**config.mk**
```make
export PLATFORM = sky130hd
export DESIGN_NAME = servant_q_uart_led
export DESIGN_NICKNAME = d
export VERILOG_FILES = /design/src/rtl/servant_q_uart_led.sv
export SDC_FILE = /design/constraint.sdc
export NUM_CORES = 1
export LEC_CHECK = 0
export BUFFER_PORTS_ARGS = -buffer_cell sky130_fd_sc_hd__buf_2
export CAP_MARGIN = 20
export CORE_MARGIN = 5
export CORE_UTILIZATION = 30
export CTS_CLUSTER_DIAMETER = 40
export DETAILED_ROUTE_END_ITERATION = 12
export GPL_ROUTABILITY_DRIVEN = 1
export GPL_TIMING_DRIVEN = 0
export PLACE_DENSITY = 0.55
export SETUP_SLACK_MARGIN = 0.05
export SYNTH_ARGS = -nofsm -noshare
export SYNTH_HDL_FRONTEND = slang
export SYNTH_SLANG_ARGS = --single-unit
```
**constraint.sdc**
```tcl
create_clock -name wb_clk -period 4.9 [get_ports wb_clk]
set_clock_uncertainty 0.15 [all_clocks]
set_input_delay 1.47 -clock wb_clk [delete_from_list [all_inputs] [get_ports wb_clk]]
set_output_delay 1.47 -clock wb_clk [all_outputs]
set_load 0.02 [all_outputs]
```
**src/rtl/servant_q_uart_led.sv**
```systemverilog
// servant_q_uart_led: 8N1 receiver on servant q driving the RGB LED PWM inputs
module servant_q_uart_led #(
  parameter int CLK_FREQ = 16000000,
  parameter int BAUD     = 115200,
  parameter int PWM_BITS = 8,
  parameter int ACT_HOLD = 1600000
) (
  input  logic       wb_clk,
  input  logic       wb_rst,
  input  logic       q,
  output logic [7:0] rx_data,
  output logic       rx_valid,
  output logic       frame_err,
  output logic       pwm_g,
  output logic       pwm_b,
  output logic       pwm_r
);
  localparam int DIV = CLK_FREQ / BAUD;
  localparam int BW = $clog2(DIV);
  localparam int HW = $clog2(ACT_HOLD + 1);
  localparam logic [BW-1:0] HALF = BW'(DIV / 2 - 1);
  localparam logic [BW-1:0] FULL = BW'(DIV - 1);
  localparam logic [HW-1:0] HOLD = HW'(ACT_HOLD);
  typedef enum logic [1:0] {IDLE, START, DATA, STOP} state_t;
  state_t state;
  logic q1, qs, qp;
  logic [1:0] flush;
  logic [BW-1:0] bcnt;
  logic [2:0] idx;
  logic [7:0] shreg;
  logic [PWM_BITS-1:0] pcnt, duty_g, duty_b, duty_r;
  logic [HW-1:0] hold_b, hold_r;
  logic fall, tick;
  // edge detect is masked until the reset-high flops have flushed, so a line
  // already low when reset ends never looks like a falling edge
  always_comb begin
    fall = (flush == 2'd3) && qp && !qs;
    tick = bcnt == '0;
    duty_g = PWM_BITS'(rx_data);
    duty_b = hold_b != '0 ? '1 : '0;
    duty_r = hold_r != '0 ? '1 : '0;
  end
  // two-flop synchroniser, previous-value flop and flush counter
  always_ff @(posedge wb_clk)
    if (wb_rst) begin
      {q1, qs, qp} <= 3'b111;
      flush <= 2'd0;
    end else begin
      {q1, qs, qp} <= {q, q1, qs};
      flush <= flush + 2'(flush != 2'd3);
    end
  // receive FSM: mid-bit sampling, LSB-first shift, registered result pulses
  always_ff @(posedge wb_clk)
    if (wb_rst) begin
      state <= IDLE;
      bcnt <= '0;
      idx <= '0;
      shreg <= '0;
      rx_data <= '0;
      rx_valid <= 1'b0;
      frame_err <= 1'b0;
    end else begin
      rx_valid <= 1'b0;
      frame_err <= 1'b0;
      case (state)
        IDLE:
          if (fall) begin
            bcnt <= HALF;
            state <= START;
          end
        START:
          if (!tick) bcnt <= bcnt - BW'(1);
          else if (qs) state <= IDLE;
          else begin
            bcnt <= FULL;
            idx <= '0;
            state <= DATA;
          end
        DATA:
          if (!tick) bcnt <= bcnt - BW'(1);
          else begin
            shreg <= {qs, shreg[7:1]};
            bcnt <= FULL;
            idx <= idx + 3'd1;
            state <= idx == 3'd7 ? STOP : DATA;
          end
        STOP:
          if (!tick) bcnt <= bcnt - BW'(1);
          else begin
            state <= IDLE;
            if (qs) begin
              rx_data <= shreg;
              rx_valid <= 1'b1;
            end else frame_err <= 1'b1;
          end
        default: state <= IDLE;
      endcase
    end
  // free-running PWM counter, retriggerable hold timers and registered PWM outputs
  always_ff @(posedge wb_clk)
    if (wb_rst) begin
      pcnt <= '0;
      hold_b <= '0;
      hold_r <= '0;
      {pwm_g, pwm_b, pwm_r} <= 3'b000;
    end else begin
      pcnt <= pcnt + PWM_BITS'(1);
      hold_b <= rx_valid ? HOLD : hold_b - HW'(hold_b != '0);
      hold_r <= frame_err ? HOLD : hold_r - HW'(hold_r != '0);
      pwm_g <= pcnt < duty_g;
      pwm_b <= pcnt < duty_b;
      pwm_r <= pcnt < duty_r;
    end
endmodule

```
Yosys cells after proc, flatten, opt, wreduce, memory -nomap -nowiden --
Index checks and enable logic that the tools add are counted.
Storage, ports and cells: bits in registers 89, input bits 3, output and inout port bits 13, word-level logic and storage cells 82
Cells by class: $add $sub $neg 6, $lt $le $gt $ge 3, equal/unequal tests 13, mux-type cells 23, bitwise operators 2, reductions and logical operators 16
Operators by type and width (count):
- 2-to-1 mux 8 bit | 7
- 2-to-1 mux 21 bit | 2
- nonzero test 21 bit | 2
- subtractor 21 x 1 -> 21 bit | 2
- case mux 8 bit (4 select lines) | 1
- less-than comparator 8 bit | 3
- != test 2 bit, second input constant | 7
- 2-to-1 mux 2 bit | 5
- 2-to-1 mux 3 bit | 3
- adder 8 x 1 -> 8 bit, second input constant | 1
- zero test 8 bit | 1
- case mux 2 bit (4 select lines) | 1
- AND reduction 4 bit | 2
- subtractor 8 x 1 -> 8 bit, second input constant | 1
- == test 2 bit, second input constant | 3
- case mux 3 bit (2 select lines) | 1
- AND reduction 3 bit | 2
- OR reduction 2 bit | 2
- adder 3 x 1 -> 3 bit, second input constant | 1
- == test 3 bit, second input constant | 1
- 2-to-1 mux 1 bit | 3
- != test 3 bit, second input constant | 1
- OR reduction 3 bit | 1
- adder 2 x 1 -> 2 bit | 1
- other kinds (7) | 9

Depth between registers and ports, before layout --
Gate-level depths: netlist (run 1).
depth in word-level cells 5, depth in mapped cells 11, mapped depth without buffers 11

Least setup slack after synthesis (run 1) --
OpenSTA, ideal clock, no wires.
kind reg2reg, from register hold_b[4], to register pwm_b, data arrival time 2.680 ns, path slack 1.955 ns, cell stages (with the launch flop) 9, cell sequence dfxtp_1 > nor4_2 > nand2_1 > nor3_1 > ha_1 > a211oi_1 > nand2_1 > o21a_1 > a2111oi_0
Between the ends: cells in the longest elaborated chain, start to end 3
RTL lines:
- start, declared | line 32 | logic [HW-1:0] hold_b, hold_r;
- start signal, assigned | line 108 | hold_b <= rx_valid ? HOLD : hold_b - HW'(hold_b != '0);
- nonzero test 21 bit | line 40 | duty_b = hold_b != '0 ? '1 : '0;
- 2-to-1 mux 8 bit | line 40
- less-than comparator 8 bit | line 111 | pwm_b <= pcnt < duty_b;
- end signal, assigned | line 111
- end, declared | line 15 | output logic pwm_b,
No other way between the ends. A chain may end at the register's enable or synchronous reset.

Worst setup path after layout (run 1) --
from register hold_b[10], to register pwm_b
Same word-level chain as after synthesis.

==> results.sh, run 1 <==
export IMPL_cts_buffers=9
export IMPL_final_nets=552
export IMPL_slew_violations=0
export IMPL_internal_power_mw=1.753
export IMPL_combinationalPowerShare=0.385
export IMPL_grt_pass1_wl_microns=15640
export IMPL_tightest_slew_ns=1.023
export IMPL_rows=43
export IMPL_async_flop_share=0
export IMPL_yosys_top_cells_area="dfxtp_1 (41%), ha_1 (10%), nor2_1 (6.4%)"
export IMPL_start_util=0.3082
export IMPL_placed_area_sq_um=4594
export IMPL_switching_share=0.3614
export IMPL_htree_num_levels=3
export IMPL_run_status="completed"
export IMPL_cts_tree="done"
export IMPL_cts_sinks=89
export IMPL_post_route_period_util=0.7921
export IMPL_fin_setup_tns_ns=0
export IMPL_r2r_cells=8
export IMPL_yosysTopAreaCell="dfxtp_1"
export IMPL_cp_max_fo=9
export IMPL_clkPwrFrac=0.244
export IMPL_synth_top_area_frac=0.4149
export IMPL_postRouteAntennaNets=0
export IMPL_synth_cell_area_sq_um=4294
export IMPL_power_total_mw=2.744
export IMPL_drc=0
export IMPL_syn_num_nets=526
export IMPL_worstPathArrival_ns=3.90
export IMPL_clk_pin_slew_ns=0.06
export IMPL_setup_viol_count_final=0
export IMPL_post_synth_num_cell_types=49
export IMPL_synth_seq_cells=89
export IMPL_antenna_cells=0
export IMPL_ir_drop_v=0.0002588
export IMPL_fin_crit_ns=3.881
export IMPL_design_area_sq_um=4878
export IMPL_fmax_mhz=257.6
export IMPL_grt_max_degree=14
export IMPL_cts_hold_fix_buffers=0
export IMPL_r2r_start="hold_b[10]"
export IMPL_cp_required_ns=4.92
export IMPL_grt_pass1_vias=3347
export IMPL_final_cells=697
export IMPL_postLayoutCoreUtil=0.3501
export IMPL_die_h_microns=129.6
export IMPL_ys_warn_count=0
export IMPL_cts_resized=0
export IMPL_io_buffers=15
export IMPL_worst_hold_path_type="reg2reg"
export IMPL_min_from="q1"
export IMPL_hold_worst_slack_ns=0.2680
export IMPL_r2r_end="pwm_b"
export IMPL_syn_inst=488
export IMPL_yosysMostFrequentCell="dfxtp_1"
export IMPL_grt_overflow=0
export IMPL_core_sq_um=13930
export IMPL_min_to="qs"
export IMPL_fp_dieW_microns=129.6
export IMPL_clock_latency_ns=0.34
export IMPL_routed_wl_microns=8967
export IMPL_grt_antenna_before_repair=0
export IMPL_seq_power_share=0.371
export IMPL_synth_edf_count=0
export IMPL_routed_via_density=4.910
export IMPL_rrSetupSlack_ns=1.02
export IMPL_min_path_cells=1
export IMPL_switchingPower_mw=0.9917
export IMPL_relSlewSlack=0.3127
export IMPL_globalplace_congestion=0.7935
export IMPL_post_drt_wl_per_cell_microns=12.87
export IMPL_hold_viol_final=0
export IMPL_crit_type="reg2reg"
export IMPL_avgSynthCellArea_sq_um=8.799
export IMPL_dpl_cell_count=683
export IMPL_syn_to_final_growth_pct=13.61
export IMPL_critPathCaptureType="flip-flop"
export IMPL_p_per_area_nw_per_um2=562.6
export IMPL_first_pass_iters=4
export IMPL_leakage_nw=1.960
export IMPL_vias=3422
export IMPL_rsz0062_at_grt="false"
export IMPL_setup_ws_ns=1.019
export IMPL_place_hpwl_microns=6578
export IMPL_drv_cap=0
export IMPL_cts_root_buffer="clkbuf_16"
export IMPL_die_area_sq_um=16810
export IMPL_clockBufferDepth=2
export IMPL_io_pins=16
export IMPL_cts_setup_buffers=0
export IMPL_drive_above_1_share=0.09284
export IMPL_grt_use_total=0.1152
export IMPL_dominantRegCellSynth="dfxtp_1"
export IMPL_dp_slack_ns=1.066
export IMPL_yosys_top_cells_count="dfxtp_1 (89), nor2_1 (73), a21oi_1 (43)"
export IMPL_dr_first_iter_drc_count=137
export IMPL_yosysSeqAreaShare=0.4149
export IMPL_fill_cells=1417
export IMPL_startpoint_type="flip-flop"
==> worst max-delay path by stage <==
stage	startpoint	end	slack, ns
floorplan	hold_b[4]	pwm_b	1.96
global placement	hold_b[4]	pwm_b	1.12
detailed placement	hold_b[10]	pwm_b	1.07
CTS	hold_b[10]	pwm_b	1.04
global route	hold_b[4]	pwm_b	0.83
finish	hold_b[10]	pwm_b	1.02
==> metal layers <==
layer / routed length (microns) / global-route usage
met1: 4299 / 0.1422
met2: 4272 / 0.1944
met3: 257 / 0.03009
met4: 138 / 0.04034
met5: 0 / 0
==> logic make-up after synthesis <==
group	after synthesis	synth area share
AO/OA/AOI/OAI	87	0.1177
adder cells (fa/ha/maj)	35	0.1020
XOR/XNOR	38	0.07751
flip-flops	89	0.4149
multiplexers	11	0.02564
AND/OR/NAND/NOR	191	0.2249
buffers and inverters	37	0.03729
==> worst max-delay path, stage by stage, from the launching register on <==
cell and delay (ns):
dfxtp_1 0.33, nor4_1 0.52, nand4b_1 0.22, nor3_1 0.87
ha_1 0.40, a211oi_1 0.29, nand2_1 0.11, o21a_1 0.18
a2111oi_0 0.64
==> power by group through the flow <==
stage / combinational, mW / clock, mW / sequential [mW]
floorplan: 0.877 / 0 / 1.01
CTS: 1.06 / 0.692 / 1.02
finish: 1.06 / 0.671 / 1.02
detailed placement: 1.06 / 0 / 1.03
global route: 1.21 / 0.716 / 1.04
global placement: 1.03 / 0 / 1.02
==> layout by cell type (no fill, tap or decap), types with 11 or more instances in the layout <==
cell	n
a21oi_1	43
buf_2	18
dfxtp_1	89
ha_1	35
inv_1	23
mux2i_1	11
nand2_1	26
nand3_1	16
nor2_1	73
nor3_1	18
nor4_1	11
o21ai_0	20
xnor2_1	24
xor2_1	14
==> flip-flops by register name, summed over array words and instances (netlist names), 2 cells and up, named ones only <==
register and cells:
hold_b 21, bcnt 8, hold_r 21, flush 2, shreg 8, rx_data 8
pcnt 8, idx 3
==> area by class of cell <==
| type | instances | area, sq um | share of cell area |
|---|---|---|---|
| multi-input cells | 362 | 2352 | 0.4822 |
| repair buffers | 15 | 75.07 | 0.01539 |
| plain buffers | 14 | 73.82 | 0.01513 |
| clock buffers | 10 | 239.0 | 0.04899 |
| inverters | 23 | 86.33 | 0.01770 |
| well taps | 180 | 225.2 | 0.04617 |
| clock inverters | 4 | 45.04 | 0.009233 |
| flip-flops and latches | 89 | 1782 | 0.3652 |
No activity file was read; power rests on OpenSTA's default activity.
==> inputs of run 2 (changes only) <==
==> constraint.sdc (replaced) <==
create_clock -name wb_clk -period 3.6 [get_ports wb_clk]
set_clock_uncertainty 0.15 [all_clocks]
set_input_delay 1.08 -clock wb_clk [delete_from_list [all_inputs] [get_ports wb_clk]]
set_output_delay 1.08 -clock wb_clk [all_outputs]
set_load 0.02 [all_outputs]
==> results.sh, run 2 (synthesized netlist as in run 1, its figures left out) <==
export IMPL_first_pass_iters=4
export IMPL_grt_overflow=0
export IMPL_p_per_area_nw_per_um2=770.2
export IMPL_rows=43
export IMPL_fp_dieW_microns=129.6
export IMPL_grt_max_degree=14
export IMPL_slew_violations=0
export IMPL_syn_to_final_growth_pct=14.10
export IMPL_grt_pass1_wl_microns=15660
export IMPL_postRouteAntennaNets=0
export IMPL_crit_type="reg2reg"
export IMPL_run_status="completed"
export IMPL_fin_crit_ns=3.333
export IMPL_core_sq_um=13930
export IMPL_grt_use_total=0.1153
export IMPL_min_from="q1"
export IMPL_htree_num_levels=3
export IMPL_hold_viol_final=0
export IMPL_worstSetupStartpoint="hold_b[10]"
export IMPL_grt_antenna_before_repair=0
export IMPL_clock_latency_ns=0.34
export IMPL_globalplace_congestion=0.7935
export IMPL_ir_drop_v=0.0003516
export IMPL_routed_wl_microns=9035
export IMPL_rsz0062_at_grt="false"
export IMPL_dp_slack_ns=-0.2337
export IMPL_setup_viol_count_final=0
export IMPL_post_drt_wl_per_cell_microns=12.96
export IMPL_relSlewSlack=0.4907
export IMPL_final_nets=552
export IMPL_die_h_microns=129.6
export IMPL_die_area_sq_um=16810
export IMPL_vias=3411
export IMPL_start_util=0.3082
export IMPL_fill_cells=1417
export IMPL_tightest_slew_ns=0.7570
export IMPL_hold_worst_slack_ns=0.2671
export IMPL_post_route_period_util=0.9257
export IMPL_r2r_cells=8
export IMPL_io_pins=16
export IMPL_fmax_mhz=300.1
export IMPL_top_regs="hold_b: 21 flops, hold_r: 21 flops"
export IMPL_antenna_cells=0
export IMPL_clk_pin_slew_ns=0.06
export IMPL_clockBufferDepth=2
export IMPL_leakage_nw=1.968
export IMPL_routed_via_density=4.894
export IMPL_final_common_cell="dfxtp_1"
export IMPL_grt_pass1_vias=3353
export IMPL_final_cells=697
export IMPL_startpoint_type="flip-flop"
export IMPL_r2r_start="hold_b[10]"
export IMPL_worst_hold_path_type="reg2reg"
export IMPL_final_cell_mix="dfxtp_1 (89), nor2_1 (73), a21oi_1 (43), ha_1 (35), nand2_1 (26)"
export IMPL_cts_buffers=9
export IMPL_critPathCaptureType="flip-flop"
export IMPL_drive_above_1_share=0.09478
export IMPL_dpl_cell_count=683
export IMPL_cts_sinks=89
export IMPL_cts_root_buffer="clkbuf_16"
export IMPL_drv_cap=0
export IMPL_r2r_end="pwm_b"
export IMPL_setup_ws_ns=0.2674
export IMPL_place_hpwl_microns=6578
export IMPL_postLayoutCoreUtil=0.3516
export IMPL_cts_tree="done"
export IMPL_drc=0
export IMPL_dr_first_iter_drc_count=143
export IMPL_rrSetupSlack_ns=0.27
export IMPL_worstPathArrival_ns=3.36
export IMPL_power_total_mw=3.774
export IMPL_endpoint="pwm_b"
export IMPL_cp_required_ns=3.63
export IMPL_io_buffers=15
export IMPL_cp_max_fo=9
[run 2: cell count changes in the layout (fill, tap and decap cells not counted)]
cell       delta
nor4_4        +1
a2111oi_1     +1
nor3_1        -1
nor3_4        +1
nor4_2        -1
a2111oi_0     -1
[run 2: timing repair]
item,in CTS,in global routing
gates resized for setup,2,2
endpoints found under the setup margin,1,1
hold endpoints to repair,0,0
hold buffers,0,0
setup buffers,0,0
[run 2: worst min-delay path by stage]
stage	slack, ns	to	depth (start not counted)
CTS	0.27	qs	1
detailed placement	0.25	qs	1
global route	0.30	qs	1
floorplan	0.24	qs	1
global placement	0.24	qs	1
finish	0.27	qs	1
[run 2: per-stage QoR]
step | setup TNS, ns | cell area (sq um)
finish | 0 | 4900
detailed placement | -0.2337 | 4594
global route | 0 | 4900
CTS | 0 | 4890
floorplan | 0 | 4294
global placement | -0.1782 | 4594
[run 2: power breakdown]
part / switching, mW / internal [mW] / total [mW]
logic: 0.819 / 0.652 / 1.47
registers: 0.190 / 1.20 / 1.39
clock network: 0.368 / 0.545 / 0.913
total: 1.38 / 2.40 / 3.77
[run 2: layout make-up]
type / count / area [sq um] / area share
clock buffers: 10 / 239.0 / 0.04877
repair buffers: 15 / 75.07 / 0.01532
inverters: 23 / 86.33 / 0.01762
well taps: 180 / 225.2 / 0.04597
clock inverters: 4 / 45.04 / 0.009193
multi-input cells: 362 / 2374 / 0.4844
plain buffers: 14 / 73.82 / 0.01507
flip-flops and latches: 89 / 1782 / 0.3636
[run 2: worst max-delay path, cell delays in order, from the launching register on]
cell and delay (ns):
dfxtp_1 0.33, nor4_1 0.51, nand4b_1 0.29, nor3_4 0.45, ha_1 0.32, a211oi_1 0.29
nand2_1 0.13, o21a_1 0.20, a2111oi_1 0.51
[run 2: layer usage]
metal	vias to the layer above	GRT usage	wire length (microns)
met5	-	0	0
met4	0	0.04034	143
met3	11	0.03009	274
met2	45	0.1944	4293
met1	1599	0.1424	4323
li1	1756	-	-
==> inputs of run 3 (changes only) <==
--- a/config.mk
+++ b/config.mk
@@ -6,14 +6,13 @@
 export NUM_CORES = 1
 export LEC_CHECK = 0
 export BUFFER_PORTS_ARGS = -buffer_cell sky130_fd_sc_hd__buf_2
-export CAP_MARGIN = 20
 export CORE_MARGIN = 5
-export CORE_UTILIZATION = 30
+export CORE_UTILIZATION = 60
 export CTS_CLUSTER_DIAMETER = 40
 export DETAILED_ROUTE_END_ITERATION = 12
 export GPL_ROUTABILITY_DRIVEN = 1
 export GPL_TIMING_DRIVEN = 0
-export PLACE_DENSITY = 0.55
+export PLACE_DENSITY = 0.88
 export SETUP_SLACK_MARGIN = 0.05
 export SYNTH_ARGS = -nofsm -noshare
 export SYNTH_HDL_FRONTEND = slang
==> results.sh, run 3 (synthesized netlist as in run 1, its figures left out) <==
export IMPL_setup_viol_count_final=0
export IMPL_multi_input_area_sq_um=2357
export IMPL_min_to="qs"
export IMPL_grt_overflow=0
export IMPL_slew_violations=0
export IMPL_run_status="completed"
export IMPL_place_hpwl_microns=6241
export IMPL_start_util=0.6251
export IMPL_antenna_cells=0
export IMPL_min_path_cells=1
export IMPL_rrSetupSlack_ns=0.40
export IMPL_fmax_mhz=312.6
export IMPL_io_pins=16
export IMPL_leakage_nw=1.914
export IMPL_critPathCaptureType="flip-flop"
export IMPL_routed_wl_microns=8792
export IMPL_post_route_period_util=0.8886
export IMPL_fp_dieW_microns=94.60
export IMPL_first_pass_iters=5
export IMPL_crit_type="reg2reg"
export IMPL_min_from="q1"
export IMPL_clk_pin_slew_ns=0.09
export IMPL_cp_max_fo=9
export IMPL_hold_worst_slack_ns=0.2733
export IMPL_dp_slack_ns=0.1800
export IMPL_hold_viol_final=0
export IMPL_grt_use_total=0.2149
export IMPL_grt_pass1_vias=3468
export IMPL_fill_cells=560
export IMPL_cts_sinks=89
export IMPL_postRouteAntennaNets=0
export IMPL_cts_hold_fix_buffers=0
export IMPL_routed_via_density=5.683
export IMPL_worst_hold_path_type="reg2reg"
export IMPL_die_h_microns=94.60
export IMPL_fin_setup_tns_ns=0
export IMPL_worstPathArrival_ns=3.29
export IMPL_placed_area_sq_um=4489
export IMPL_htree_num_levels=3
export IMPL_seqCellArea_sq_um=1782
export IMPL_power_total_mw=3.548
export IMPL_drc=0
export IMPL_final_nets=552
export IMPL_cts_setup_buffers=0
export IMPL_die_area_sq_um=8949
export IMPL_post_drt_wl_per_cell_microns=14.30
export IMPL_r2r_end="pwm_b"
export IMPL_vias=3495
export IMPL_clockBufferDepth=2
export IMPL_drive_above_1_share=0.09827
export IMPL_p_per_area_nw_per_um2=755.8
export IMPL_worstSetupStartpoint="hold_b[4]"
export IMPL_cp_required_ns=3.69
export IMPL_dpl_cell_count=599
export IMPL_design_area_sq_um=4695
export IMPL_startpoint_type="flip-flop"
export IMPL_r2r_start="hold_b[4]"
export IMPL_core_sq_um=6869
export IMPL_clock_latency_ns=0.37
export IMPL_postLayoutCoreUtil=0.6834
export IMPL_drv_cap=0
export IMPL_final_cell_mix="dfxtp_1 (89), nor2_1 (73), a21oi_1 (43), ha_1 (35), nand2_1 (26)"
export IMPL_grt_max_degree=17
export IMPL_final_cells=615
export IMPL_dr_first_iter_drc_count=153
export IMPL_syn_to_final_growth_pct=9.324
export IMPL_rsz0062_at_grt="false"
export IMPL_fin_crit_ns=3.199
export IMPL_grt_antenna_before_repair=0
export IMPL_cts_root_buffer="clkbuf_8"
export IMPL_ir_drop_v=0.0003212
export IMPL_relSlewSlack=0.4237
export IMPL_r2r_cells=8
export IMPL_top_regs="hold_b: 21 flops, hold_r: 21 flops"
export IMPL_tightest_slew_ns=0.8625
export IMPL_final_common_cell="dfxtp_1"
export IMPL_io_buffers=15
export IMPL_cts_buffers=9
export IMPL_setup_ws_ns=0.4012
export IMPL_grt_pass1_wl_microns=15250
export IMPL_cts_tree="done"
export IMPL_globalplace_congestion=0.9203
export IMPL_rows=30
## run 3: changes by cell type in the layout (fill, tap and decap cells not counted), sizes merged
cell,delta
inv,+3
clkinv,-2
clkinvlp,+2
clkbuf,-1
## run 3: worst max path at each step
stage	to	slack (ns)	cells after the start
after floorplan	pwm_b	0.66	8
after global placement	pwm_b	0.27	8
after detailed placement	pwm_b	0.18	8
after CTS	pwm_b	0.13	8
after global routing	pwm_b	0.07	8
final	pwm_b	0.40	8
## run 3: timing repair
| item | in CTS | in global routing |
|---|---|---|
| endpoints found under the setup margin | 0 | 7 |
| resized for setup | 0 | 1 |
| endpoints found under the hold margin | 0 | 0 |
## run 3: critical path: stages, from the launching register on
cell	delay (ns)
dfxtp_1	0.35
nor4_2	0.60
nand2_1	0.18
nor3_2	0.54
ha_1	0.36
a211oi_1	0.27
nand2_1	0.09
o21a_1	0.17
a2111oi_0	0.36
## run 3: cell type report
type | instances | area share
Tap cell | 96 | 0.02559
Inverter | 23 | 0.01839
Clock buffer | 9 | 0.02639
Sequential cell | 89 | 0.3795
Multi-Input combinational cell | 362 | 0.5021
Buffer | 14 | 0.01572
Timing Repair Buffer | 15 | 0.01599
Clock inverter | 7 | 0.01626
## run 3: where the power goes
part	switching (mW)	internal (mW)
Combinational	0.821	0.642
Clock	0.370	0.326
Sequential	0.191	1.20
Total	1.38	2.17
## run 3: metal layers
| layer | up-vias | routed length (microns) | GRT usage |
|---|---|---|---|
| li1 | 1759 | - | - |
| met1 | 1643 | 3909 | 0.2502 |
| met2 | 85 | 4408 | 0.3764 |
| met3 | 8 | 400 | 0.06295 |
| met4 | 0 | 73 | 0.07091 |
| met5 | - | 0 | 0 |
